==> src/rtl/ecg_window_feeder.sv <==
// ----------------------------------------------------------------------------
// ecg_window_feeder
//
// This is the producer side of the node activation interface. It takes a
// serial stream of ECG samples and builds a sliding window of DEPTH slots.
// The window is presented in parallel to a layer of fully-parallel node
// blocks, where slot k drives node input A{k}x.
//
// The first window is issued after DEPTH accepted samples. After that, one
// window is issued for every STRIDE new samples. While a window is pending
// (win_valid && !win_ready), the sample stream is held off. node_done pulses
// LAT cycles after each window handshake, marking the moment the fixed-latency
// node pipeline presents valid outputs.
//
// Handshakes (both ports): a transfer happens on a rising clk edge when
// valid && ready. A producer holds valid and data stable until the transfer
// happens. s_ready is a combinational function of win_valid/win_ready, so a
// sample can be taken in the same cycle as a window handshake.
//
// Optional feature macro: FEED_CLAMP_EN
//   defined   : samples are clamped to 0..255 and zero-extended to WIDTH
//   undefined : samples are sign-extended from SAMPLE_W to WIDTH
//
// Ports
//   clk        in   rising-edge clock
//   reset      in   asynchronous active-low reset
//   s_valid    in   sample present
//   s_data     in   SAMPLE_W-bit two's complement sample
//   s_ready    out  sample accepted when s_valid && s_ready
//   flush      in   synchronous restart of the window fill
//   win_valid  out  window complete and stable
//   win_ready  in   downstream accepts the window
//   win_data   out  DEPTH slots; slot k = bits [WIDTH*k +: WIDTH], slot 0 oldest
//   node_done  out  one-cycle pulse, node outputs valid
//   win_count  out  number of windows handshaken, wraps modulo 2^16
// ----------------------------------------------------------------------------
module ecg_window_feeder #(
    parameter int DEPTH    = 75,
    parameter int WIDTH    = 24,
    parameter int SAMPLE_W = 12,
    parameter int STRIDE   = 25,
    parameter int LAT      = 3
) (
    input  logic                     clk,
    input  logic                     reset,
    input  logic                     s_valid,
    input  logic [SAMPLE_W-1:0]      s_data,
    output logic                     s_ready,
    input  logic                     flush,
    output logic                     win_valid,
    input  logic                     win_ready,
    output logic [DEPTH*WIDTH-1:0]   win_data,
    output logic                     node_done,
    output logic [15:0]              win_count
);

    localparam int FILL_W   = $clog2(DEPTH + 1);
    localparam int STRIDE_W = 8;

    logic [FILL_W-1:0]   fill_cnt;
    logic [FILL_W-1:0]   fill_cnt_n;
    logic [STRIDE_W-1:0] stride_cnt;
    logic [STRIDE_W-1:0] stride_cnt_n;
    logic                win_valid_n;
    logic                accept;
    logic                win_hs;
    logic [WIDTH-1:0]    sample_ext;
    logic [LAT-1:0]      done_pipe;

    // Holding s_ready low during reset keeps the upstream from counting
    // transfers that the cleared state would never see.
    assign s_ready = reset & (~win_valid | win_ready);
    // flush wins over a same-cycle sample: that sample is dropped.
    assign accept  = s_valid & s_ready & ~flush;
    assign win_hs  = win_valid & win_ready;

`ifdef FEED_CLAMP_EN
    // Clamp the sample into the node activation range 0..255.
    always_comb begin
        sample_ext = '0;
        if (s_data[SAMPLE_W-1]) begin
            sample_ext = '0;
        end else if (32'(s_data) > 32'd255) begin
            sample_ext = WIDTH'(8'hFF);
        end else begin
            sample_ext = WIDTH'(s_data);
        end
    end
`else
    assign sample_ext = WIDTH'($signed(s_data));
`endif

    // The three states (FILL, STREAM, PENDING) are implied by fill_cnt,
    // stride_cnt and win_valid. This block computes their next values.
    always_comb begin
        fill_cnt_n   = fill_cnt;
        stride_cnt_n = stride_cnt;
        win_valid_n  = win_valid;

        if (win_hs) begin
            win_valid_n = 1'b0;
        end

        if (flush) begin
            fill_cnt_n   = '0;
            stride_cnt_n = '0;
            win_valid_n  = 1'b0;
        end else if (accept) begin
            if (fill_cnt < FILL_W'(DEPTH)) begin
                // FILL: the accept that brings the count to DEPTH completes
                // the first window.
                fill_cnt_n = fill_cnt + 1'b1;
                if (fill_cnt == FILL_W'(DEPTH - 1)) begin
                    win_valid_n  = 1'b1;
                    stride_cnt_n = '0;
                end
            end else if (stride_cnt < STRIDE_W'(STRIDE)) begin
                // STREAM: a window is completed every STRIDE accepts. A
                // completion overrides the handshake clear above, which
                // keeps win_valid high when STRIDE == 1.
                if (stride_cnt == STRIDE_W'(STRIDE - 1)) begin
                    win_valid_n  = 1'b1;
                    stride_cnt_n = '0;
                end else begin
                    stride_cnt_n = stride_cnt + 1'b1;
                end
            end
        end
    end

    always_ff @(posedge clk or negedge reset) begin
        if (!reset) begin
            fill_cnt   <= '0;
            stride_cnt <= '0;
            win_valid  <= 1'b0;
            win_data   <= '0;
            done_pipe  <= '0;
            win_count  <= '0;
        end else begin
            fill_cnt   <= fill_cnt_n;
            stride_cnt <= stride_cnt_n;
            win_valid  <= win_valid_n;
            // Shift toward slot 0. The newest sample enters the top slot.
            // Because accept needs s_ready, the window cannot change while a
            // window is pending and not yet taken.
            if (accept) begin
                win_data <= {sample_ext, win_data[DEPTH*WIDTH-1:WIDTH]};
            end
            // Handshake in cycle t shows up as done_pipe[LAT-1] in cycle t+LAT.
            done_pipe <= (done_pipe << 1) | LAT'(win_hs);
            win_count <= win_count + 16'(win_hs);
        end
    end

    assign node_done = done_pipe[LAT-1];

endmodule
==> config.mk <==
export PLATFORM = sky130hd
export DESIGN_NAME = ecg_window_feeder
export DESIGN_NICKNAME = d
export VERILOG_FILES = /design/src/rtl/ecg_window_feeder.sv
export SDC_FILE = /design/constraint.sdc
export NUM_CORES = 2
export LEC_CHECK = 0
export CAP_MARGIN = 20
export CELL_PAD_IN_SITES_DETAIL_PLACEMENT = 1
export CELL_PAD_IN_SITES_GLOBAL_PLACEMENT = 1
export CORE_AREA = 2 2 722 724
export DETAILED_ROUTE_END_ITERATION = 8
export DIE_AREA = 0 0 724 726
export PLACE_DENSITY = 0.3
export SLEW_MARGIN = 20
export SYNTH_ARGS = -nofsm -noshare
export SYNTH_HDL_FRONTEND = slang
export SYNTH_SLANG_ARGS = --single-unit
==> constraint.sdc <==
create_clock -name clk -period 1.7 [get_ports clk]
set_input_delay 0.255 -clock clk [delete_from_list [all_inputs] [get_ports clk]]
set_output_delay 0.255 -clock clk [all_outputs]
set_load 0.02 [all_outputs]
# Yosys cells after proc, flatten, opt, wreduce, memory -nomap -nowiden
# Index checks and enable logic that the tools add are counted.
# totals
ff_bits	1823
in_bits	17
out_inout_bits	1819
elab_cells	43
# op_classes
n_addsub	3
order_cmp	2
n_eq_ne	3
mux	16
bitwise	8
reduce_logical	5
# op_table
op	n
8-bit two-way mux	6
7-bit two-way mux	3
16-bit by 1-bit adder with 16-bit output	1
8-bit by 1-bit adder with 8-bit output (second input constant)	1
8-bit by 5-bit == test with 1-bit output (second input constant)	1
8-bit by 5-bit less-than comparator with 1-bit output (second input constant)	1
7-bit by 1-bit adder with 7-bit output (second input constant)	1
7-bit == test (second input constant)	1
7-bit less-than comparator (second input constant)	1
1-bit two-way mux	7
1-bit bitwise AND	4
2-bit nonzero test	2
3-bit by 2-bit inequality test with 1-bit output (second input constant)	1
3-bit by 1-bit bitwise OR with 3-bit output	1
3-bit AND reduction	1
3-bit nonzero test	1
1-bit inverter	2
2-bit AND reduction	1
1-bit bitwise OR	1

# Longest topological paths before layout
# depth
ltp_word	7
depth_mapped	8
mapped_depth_nobuf	8

# Worst setup path before layout
# Ideal clock, no wire load.
# synth_timing
path_kind	reg2reg
start	register win_valid
end	register win_data[1014]
setup_time_ns	0.125
arrival_ns	1.802
t_required_ns	1.575
slack_ns	-0.227
path_stages_with_launch	9
path_buffers	4
period_less_slack_ns	1.927
cell_sequence	dfrtp_1 -> nand2b_1 -> and3_1 -> buf_2 -> nand2b_1 -> buf_4 -> buf_4 -> buf_4 -> mux2_2
# synth_between
elab_chain_cells	5
# synth_lines
item	line_no	rtl
from (decl)	50	output logic win_valid,
from (signal assigned)	142	win_valid <= win_valid_n;
1-bit inverter	72	assign s_ready = reset & (~win_valid | win_ready);
1-bit bitwise OR	72	
1-bit bitwise AND	72	
1-bit bitwise AND (2 in a row)	74	assign accept = s_valid & s_ready & ~flush;
to (signal assigned)	147	win_data <= {sample_ext, win_data[DEPTH*WIDTH-1:WIDTH]};
to (decl)	52	output logic [DEPTH*WIDTH-1:0] win_data,
# Every way passes these cells.
# A chain may end at the register's enable or synchronous reset.

# Worst setup path in the final report
# layout_timing
start	register win_valid
end	register win_data[1655]
# The elaborated chain is that of the path after synthesis.

==> results by group <==
Outcome
  – Run status: finished with violations
  – Failing checks: setup timing

Timing
  – Max-slew violation count: 0
  – Minimum clock period: 1.984 ns
  – Worst-Margin Slew: 0.6428 ns
  – Hold slack: 0.1279 ns
  – Final Skew: 0.08233 ns
  – Hold Fails Final Rpt: 0
  – Worst setup margin: -0.2838 ns
  – # setup viols final: 2,622
  – Slew headroom: 0.5715
  – Tcrit/Tclk final: 1.167
  – RSZ-0062 raised after global routing: true
  – Fmax: 504.1 MHz

Synthesis
  – Yosys cell types: 33
  – Largest family of logic cells by synthesized area: multiplexers
  – Post-synthesis xor/xnor area fraction: 0.003950
  – Net count after synthesis: 2,981
  – Share of the synthesized area in the top cell type: 0.5554
  – Synth Area in Compound Gates: 0.003148
  – Post-synthesis cell count: 2,958
  – Cell taking the most area after synthesis: dfrtp_1
  – Synth warnings: 0
  – Mux cell area share after synthesis: 0.2406
  – Number of synthesized flops with an enable pin: 0
  – Sequential fraction of the synthesis area: 0.5554
  – Mean Syn Cell Area: 14.24 sq um
  – Post-Synth Simple-Gate Area: 0.008970
  – Main area contributors after synthesis: dfrtp_1 56%, mux2_2 24%, buf_4 16%
  – Synth Cell Area: 42,130 sq um
  – FFs w/ async S/R, synth: 1.000
  – Synth top cells by count: 935 x dfrtp_1, 919 x buf_4, 900 x mux2_2
  – Post-Synth Adder-Cell Area: 0.001782
  – Prevailing post-synth register cell: dfrtp_1
  – Most frequent cell after synthesis: dfrtp_1
  – #FFs+latches synth: 935

Drt
  – Vias per std cell: 2.444
  – DRT Pass-1 Iters: 4
  – Routed WL: 248.2 mm
  – Vias: 28,080
  – Final ANT Viol Nets: 0
  – # DRC: 0
  – Initial DRC Count: 617
  – Drt wl/cell: 21.61 um

Place
  – GP Congestion: 0.7012
  – Input/output buffers: 1,835
  – DP HPWL: 192.6 mm

Worst setup path
  – Worst Setup SP: win_valid
  – Worst R2R Path Depth: 9
  – Setup crit end: win_data[1655]
  – Reg2reg end: win_data[1655]
  – Class of the most critical setup path: reg -> reg
  – Startpoint Class: flip-flop
  – Crit end category: flip-flop
  – R2r setup slk: -0.28 ns
  – Worst reg2reg path startpoint: win_valid
  – Critical Path AT: 2.66 ns
  – Crit-path max FO: 5
  – CP Data Required Time: 2.38 ns

Worst hold path
  – Hold Startpoint: reset
  – Min-delay worst type: in -> reg
  – Hold depth: 5

CTS
  – Clock-pin slew on the worst setup and hold paths: 0.05 ns
  – Clk root buf: clkbuf_16
  – CTS buffer count: 144
  – Clk_lat worst skew: 0.85 ns
  – CTS tree: yes
  – Clock Sinks: 935
  – H-tree levels: 4
  – CTS max path bufs: 4

Final layout
  – Filler instances: 59,470
  – Share of layout cells above drive strength 1: 0.5418
  – Syn-to-layout area delta: 68.14%
  – Fin nets: 4,434

Floorplan
  – Die height: 726 um
  – Die W: 724 um
  – Initial Util: 0.08124
  – Row count: 265
  – Core region area: 518,600 sq um
  – Die ar.: 525,600 sq um
  – # IOs: 1,836

Power
  – Pwr Total: 0.06622 W
  – Leakage: 35.92 nW
  – Max rail drop VDD: 0.6705 mV
  – Pwr dens: 934.9 nW/um^2

Global routing
  – Overall routing resource usage: 0.08779
  – Total gr overflow: 0
  – Vias in the first global route: 29,470
  – Largest net degree at the start of global routing: 110
  – Initial antenna violation count: 67
  – First-pass GRT wire length: 308.7 mm

Run
  – Max cap viols: 0
[per-layer routing]
metal / global-route usage / routed length, um / up-vias
li1: - / - / 12100
met1: 0.09740 / 95060 / 14550
met2: 0.1588 / 126600 / 1185
met3: 0.02984 / 20180 / 235
met4: 0.02256 / 6326 / 8
met5: 0 / 48 / -
[power by group]
part,internal (W),switching (W)
sequential,0.0234,0.00150
clock,0.0172,0.0122
combinational,0.00498,0.00687
[how the worst min path moves through the flow]
stage	end	slack [ns]
6_report	stride_cnt[1]	0.13
5_1_grt	stride_cnt[0]	0.04
4_1_cts	stride_cnt[1]	0.02
3_5_place_dp	done_pipe[2]	0.34
3_3_place_gp	done_pipe[1]	0.34
2_1_floorplan	done_pipe[0]	-0.04
[cell type report]
cell class	count	area [sq um]	area share
multi-input combinational	1016	11260	0.1590
sequential	935	23550	0.3325
antenna	32	80.08	0.001131
timing repair buffer	2309	22710	0.3206
clock inverter	44	440.4	0.006218
inverter	5	18.77	0.0002650
tap	6942	8686	0.1226
clock buffer	204	4081	0.05762
[cell usage in the layout, fill, tap and decap left out, types with 32 or more instances in the layout]
cell type | synthesis | final
dlygate4sd2_1 | 0 | 924
mux2_2 | 900 | 837
dfrtp_1 | 935 | 817
buf_4 | 919 | 418
buf_12 | 0 | 200
clkdlybuf4s15_2 | 0 | 190
clkbuf_16 | 0 | 166
clkdlybuf4s15_1 | 0 | 164
buf_2 | 1 | 118
dfrtp_2 | 0 | 115
buf_6 | 81 | 110
clkbuf_2 | 0 | 106
mux2_4 | 0 | 63
clkbuf_1 | 2 | 37
diode_2 | 0 | 32
[logic make-up (layout without fill, tap and decap cells)]
family          Yosys count  after routing
other cells               0             32
xor+xnor                 19             19
flops                   935            935
simple gates             70             70
fa+ha+maj                 6              6
mux                     900            900
buf+inv                1008           2562
compound gates           20             21
[worst max-delay path, stage by stage (launching register included)]
cell and delay (ns):
dfrtp_2 0.43, nand2b_4 0.08, and3_4 0.20, nand2b_4 0.08, buf_12 0.15, buf_12 0.13, buf_4 0.14, clkbuf_16 0.19
clkbuf_16 0.18, mux2_4 0.29
[per-stage QoR]
stage            util  setup slack, ns  area, sq um  setup TNS [ns]  cells
4_1_cts        0.1342          -0.4036        69590         -830.11  11360
3_5_place_dp   0.1261          -0.8547        65370         -677.84  11040
6_report       0.1366          -0.2838        70830         -400.07  11490
5_1_grt        0.1365          -0.3823        70760         -715.33  11460
2_1_floorplan       -         -0.03565        42290          -32.09   2958
3_3_place_gp   0.1261          -0.8752        65370         -703.96  11040
[timing repair]
item                                   in CTS  in global routing
gates resized for setup                  2896                899
endpoints found under the hold margin     312                  0
gates cloned                                1                 27
pin swaps                                   0                 10
hold buffers                               14                  0
setup endpoints to repair                2723               2735
setup buffers                              65                 64
[sequential cells by signal, indices dropped and copies added (netlist names)]
| signal | count |
|---|---|
| win_valid | 1 |
| win_count | 16 |
| done_pipe | 3 |
| stride_cnt | 8 |
| fill_cnt | 7 |
| win_data | 900 |
Power figures use the tool's default switching activity.
==> patch 1 (same flow settings) <==
One comparison of `fill_cnt` changes from == to >=.
--- a/src/rtl/ecg_window_feeder.sv
+++ b/src/rtl/ecg_window_feeder.sv
@@ -111,5 +111,5 @@
                 // the first window.
                 fill_cnt_n = fill_cnt + 1'b1;
-                if (fill_cnt == FILL_W'(DEPTH - 1)) begin
+                if (fill_cnt >= FILL_W'(DEPTH - 1)) begin
                     win_valid_n  = 1'b1;
                     stride_cnt_n = '0;
Check against the original RTL: no difference found for any inputs over 4 cycles, from zero or initial values and one cycle with reset low; that may be too few to reach the edited logic, so the function may still have changed.
==> patch 1 against the unedited design <==
The flow still finishes with violations (negative setup slack). Clock power up 3%. Cell area down 0.28%. Synthesized area about the same. Wire length down 2.2%. Setup slack worse by 0.11 ns. Power up 0.74%. Sequential cell count unchanged. Critical endpoint is now win_data[657]. Largest cell class unchanged. Highest routed layer unchanged.
==> patch 1: results (changes against the unedited design) <==
layout:
  nNetsFinal: 4472  # +0.86%
  drive_gt1_share_pct: 47.3  # -6.8 points
  largest_reg_flops: 900  # unchanged
  largest_registers: "win_data x900, win_count x16, stride_cnt x8"
route:
  highest_layer: "met5"
  antenna_left: 0  # unchanged
  routed_wl_um: 243000  # -2.2%
  wl_met1_um: 91100  # -4.2%
  avgViaCountPerCell: 2.44  # -0.24%
  firstDrtPassIters: 4  # unchanged
  wl_per_cell_um: 21.1  # -2.5%
  met3_length_um: 19400  # -3.7%
  wl_met2_um: 127000  # +0.24%
  drt_iter0_markers: 674  # +9.2%
global_routing:
  grt_pass1_wl_um: 313000  # +1.4%
  antenna_found_initial: 44  # -34%
  grt_max_degree: 127  # +15%
  grtUsageTotal_pct: 8.86  # +0.078 points
  grt_pass1_vias: 29800  # +1.0%
clock_tree:
  cts.clk_slew.worst_paths_ns: 0.05  # about the same
  clk_path_buf_depth: 4  # unchanged
  root_buffer: "clkbuf_16"
  htreeDepth: 4  # unchanged
  insertion_delay_ns: 0.84
  cts_buffers: 145  # +0.69%
placed_design:
  dp_cells: 11100  # +0.25%
  port_buffers: 1835  # unchanged
  dp_hpwl_um: 191000  # -0.93%
  gp_congestion: 0.706  # +0.71%
yosys:
  synth_cell_type_count: 48  # +45%
  yosysWarnings: 0  # unchanged
  synth_commonest_cells: "dfrtp_1 (935), buf_4 (914), mux2_2 (901)"
  synthArstFlopShare_pct: 100  # unchanged
  synth-seq-area-share_pct: 55.5  # about the same
  syn_inst: 2960  # +0.068%
  synth_top_area_share_pct: 55.5  # about the same
  synth_area_leaders: "dfrtp_1 (56%), mux2_2 (24%), buf_4 (16%)"
  synth_edf_count: 0  # unchanged
critical_path:
  max_stage_delay_ns: 0.46  # +0.03 ns
  cp_slowest_cell: "dfrtp_2"
  critPathArrivalTime_ns: 2.82  # +0.16 ns
  path_delay_family: "buffers and inverters"
  path_max_fanout: 24  # +19
timing:
  slew_headroom_pct: 33.7  # -23 points
  fin_skew_ns: 0.0705  # -0.0118 ns
  worst_slack_ns: -0.398  # -0.114 ns
  finalSetupViolCount: 2701  # +3.0%
  hold_ws_ns: 0.0384  # -0.0895 ns
min_path:
  hold_class: "input pin to asynchronous set/reset pin"
pwr:
  vdd_ir_drop_max_uv: 580  # -14%
  p_leak_nw: 36.8  # +2.6%
outcome:
  status: "finished with violations"
  failed_checks: "negative setup slack"
## patch 1: cell count changes after synthesis, sizes merged, moves of 3 or more
| cell | change |
|---|---|
| inv | +3 |
| mux2i | +3 |
| nand2 | +4 |
| nand4 | -3 |
| nor2 | -3 |
| o21a | -5 |
## patch 1: tightest hold or removal path, cell delays in order
cell,delay [ns]
buf_8,0.16
buf_12,0.18
buf_4,0.21
buf_12,0.39
## patch 1: cells by family (layout without fill, tap and decap cells)
group,after synthesis,count (layout),synth area share (%)
AOI/OAI and AO/OA,25,25,0.502
xor gates and xnor gates,15,15,0.312
adders and majority gates,6,6,0.178
buffers and inverters,1010,2601,18.5
DFF,935,935,55.5
muxes,904,904,24.1
other,0,31,0
and+or+nand+nor,65,65,0.867
## patch 1: final cells by class
cell class | instances | area [µm²]
flip-flops and latches | 935 | 23500
diodes | 31 | 77.6
inverters | 8 | 30.0
repair buffers | 2344 | 22700
clock buffers | 209 | 4120
fillers | 59500 | 448000
well taps | 6942 | 8690
clock inverters | 40 | 509
multi-input cells | 1015 | 11000
## patch 1: repair_timing
action / in CTS / in global routing
resized for setup: 3323 / 73
endpoints found under the setup margin: 2739 / 2820
hold buffers: 13 / 0
gates cloned: 6 / 4
pin swaps: 1 / 3
buffers inserted: 143 / 16
hold endpoints to repair: 480 / 0
## patch 1: stage by stage
| step | utilization, % | setup WS, ns | area (µm²) | TNS [ns] |
|---|---|---|---|---|
| 2_1_floorplan | - | -0.0329 | 42200 | -25.12 |
| 3_3_place_gp | 12.6 | -1.00 | 65400 | -799.25 |
| 3_5_place_dp | 12.6 | -0.986 | 65400 | -785.44 |
| 4_1_cts | 13.5 | -0.457 | 70200 | -925.27 |
| 5_1_grt | 13.6 | -0.458 | 70600 | -891.42 |
| 6_report | 13.6 | -0.398 | 70600 | -576.58 |
## patch 1: path summary, 6_finish.rpt
check / startpoint / endpoint / depth (start not counted)
max in group asynchronous: reset / win_data[1607] / 6
setup reg to reg: win_valid / win_data[657] / 7
hold reg to reg: done_pipe[1] / done_pipe[2] / 0
hold / removal: reset / win_data[1737] / 4
setup / recovery: win_valid / win_data[657] / 7
min in group clk: s_data[3] / win_data[1779] / 2
## patch 1: report_power, final
part / switching [mW] / total (mW) / internal (mW)
clock: 12.3 / 30.4 / 18.1
sequential: 1.59 / 25.0 / 23.4
combinational: 6.61 / 11.3 / 4.69
total: 20.5 / 66.7 / 46.2
## patch 1: metal layers
layer	global-route usage [%]	up-vias
li1	-	12300
met1	9.68	14600
met2	16.3	1041
met3	3.08	224
met4	1.95	10
met5	0	-
==> patch 2 (config.mk and constraints unchanged) <==
Without the edit above. The parameter `STRIDE` goes from 25 to 12.
--- a/src/rtl/ecg_window_feeder.sv
+++ b/src/rtl/ecg_window_feeder.sv
@@ -39,5 +39,5 @@
     parameter int WIDTH    = 24,
     parameter int SAMPLE_W = 12,
-    parameter int STRIDE   = 25,
+    parameter int STRIDE   = 12,
     parameter int LAT      = 3
 ) (
Behaviour: same outputs for any inputs over 4 cycles, from zero or initial values and one cycle with reset low; that may be too few to reach the edited logic, so the function may still have changed.
==> patch 2 against the unedited design <==
The flow still finishes with violations (negative setup slack). Global-route usage is essentially flat. Cell area rose by 0.51%. Power grew 1.9%. Via count is essentially flat. Largest power group unchanged. Sequential share of layout area is 0.15 points lower. Count of clock-buffer cells in the layout up 5. Sequential cell count unchanged. Wire length is 0.50% lower. Highest routed layer unchanged. Setup slack lost 0.0080 ns. Synthesized area decreased by 1.4%.
==> patch 2: results (changes against the unedited design) <==
critical_path:
  r2r.worst_path.cells: 8  # -1
  path_max_fanout: 8  # +3
  cp_slowest_cell: "dfrtp_2"
  r2r_end: "win_data[1105]"
  max_stage_delay_ns: 0.43  # about the same
yosys:
  synth_cell_type_count: 39  # +18%
  synth_area_leaders: "dfrtp_1 (56%), mux2_2 (24%), buf_4 (16%)"
  syn_nets: 2971  # -0.34%
  synth-seq-area-share_pct: 56.3  # +0.79 points
  syn_avg_cell_area_um2: 14.1  # -1.1%
  synth_commonest_cells: "dfrtp_1 (935), buf_4 (900), mux2_2 (900)"
  yosysWarnings: 0  # unchanged
route:
  vias: 28100  # +0.032%
  routed_wl_um: 247000  # -0.50%
  drt_iter0_markers: 774  # +25%
  wl_per_cell_um: 21.5  # -0.53%
clock_tree:
  root_buffer: "clkbuf_16"
  clk_path_buf_depth: 4  # unchanged
  cts.clk_slew.worst_paths_ns: 0.05  # about the same
  insertion_delay_ns: 0.88  # +0.03 ns
  cts_buffers: 147  # +2.1%
outcome:
  status: "finished with violations"
  failed_checks: "negative setup slack"
min_path:
  hp-start: "s_data[0]"
  hold-path-endpoint: "win_data[1776]"
  hold_class: "input pin to flop"
  min_path_cells: 2  # -3
pwr:
  switchingPower_mw: 20.8  # +1.2%
  vdd_ir_drop_max_uv: 618  # -7.8%
  p_leak_nw: 36.9  # +2.7%
layout:
  largest_registers: "win_data x900, win_count x16, stride_cnt x8"
  fillerInstances: 59400  # -0.066%
  drive_gt1_share_pct: 54.8  # +0.65 points
  nNetsFinal: 4453  # +0.43%
placed_design:
  dp_hpwl_um: 192000  # -0.16%
  port_buffers: 1835  # unchanged
  gp_congestion: 0.703  # +0.21%
  place_ws_ns: -0.949  # -0.0945 ns
  dp_cells: 11000  # -0.32%
global_routing:
  grt_max_degree: 154  # +40%
  antenna_found_initial: 71  # +6.0%
  grtUsageTotal_pct: 8.74  # -0.043 points
  grt_pass1_wl_um: 306000  # -0.75%
  grt_pass1_vias: 28700  # -2.5%
timing:
  fin_skew_ns: 0.0924  # +0.0101 ns
  tightest_slew_ns: 0.725  # +0.0819 ns
  worst_slack_ns: -0.292  # -0.00804 ns
  finalSetupViolCount: 2656  # +1.3%
job:
  max-cap-violations: 0  # unchanged
## patch 2: cell count changes after synthesis, sizes merged, moves of 2 or more
cell	change
a21boi	+2
nand2b	-2
nand2	+2
nand3	-2
nor2	+2
nand4	-6
and2	+2
o21a	-4
buf	-2
nor3	-3
## patch 2: per-stage QoR
stage	TNS, ns	hold WS [ns]	total power [mW]	instance area (µm²)
6_report	-406.77	0.153	67.5	71200
2_1_floorplan	-9.24	-0.0406	30.8	41600
3_3_place_gp	-783.09	0.338	38.2	65200
5_1_grt	-681.69	0.0969	71.1	71200
3_5_place_dp	-758.80	0.340	38.3	65200
4_1_cts	-817.39	0.0470	69.5	69400
## patch 2: cell type report
type	count	area share (%)
Antenna cell	18	0.0633
Clock buffer	209	5.89
Clock inverter	40	0.671
Inverter	6	0.0352
Multi-Input combinational cell	1007	15.5
Sequential cell	935	33.1
Tap cell	6942	12.2
Timing Repair Buffer	2334	32.5
## patch 2: worst max path at each step
stage / from / endpoint / slack [ns] / depth (start not counted)
finish: win_valid / win_data[1105] / -0.29 / 8
global route: win_data[802] / win_data[802] / -0.37 / 1
CTS: win_data[1751] / win_data[1751] / -0.42 / 2
detailed placement: win_ready / win_data[49] / -0.95 / 8
global placement: win_ready / win_data[2] / -0.99 / 8
floorplan: fill_cnt[0] / stride_cnt[1] / -0.02 / 7
## patch 2: worst reg2reg max path, delay by kind of cell (launching register included)
family	cells	cell delay, ns
buf+inv	4	0.77
flops	1	0.43
mux	1	0.26
simple gates	3	0.40
## patch 2: logic make-up (layout without fill, tap and decap cells)
family | after synthesis | count (layout) | synth area share, %
multiplexers | 901 | 901 | 24.4
AND/OR/NAND/NOR | 61 | 61 | 0.807
AO/OA/AOI/OAI | 21 | 21 | 0.355
adder cells (fa/ha/maj) | 5 | 5 | 0.151
buffers and inverters | 1007 | 2589 | 17.5
XOR/XNOR | 19 | 19 | 0.401
flip-flops | 935 | 935 | 56.3
other | 0 | 18 | 0
## patch 2: timing repair
item	CTS	global route
resized for setup	3254	1171
endpoints found under the hold margin	162	84
setup buffers	87	88
pin swaps	1	7
hold buffers	15	1
gates cloned	1	32
setup endpoints to repair	2729	3050
## patch 2: metal layers
layer	up-vias	GRT usage, %	wire, µm
met3	242	2.61	18600
li1	12100	-	-
met1	14500	10.1	97000
met4	8	2.44	6670
met5	-	0	55
met2	1199	15.5	125000
## patch 2: power groups by stage
stage               logic (mW)  registers (mW)  clock network [mW]
detailed placement        12.3            26.0                   0
finish                    11.8            25.3                30.4
floorplan                 4.66            26.1                   0
CTS                       11.7            25.5                32.3
global route              12.6            25.5                33.0
global placement          12.3            25.9                   0
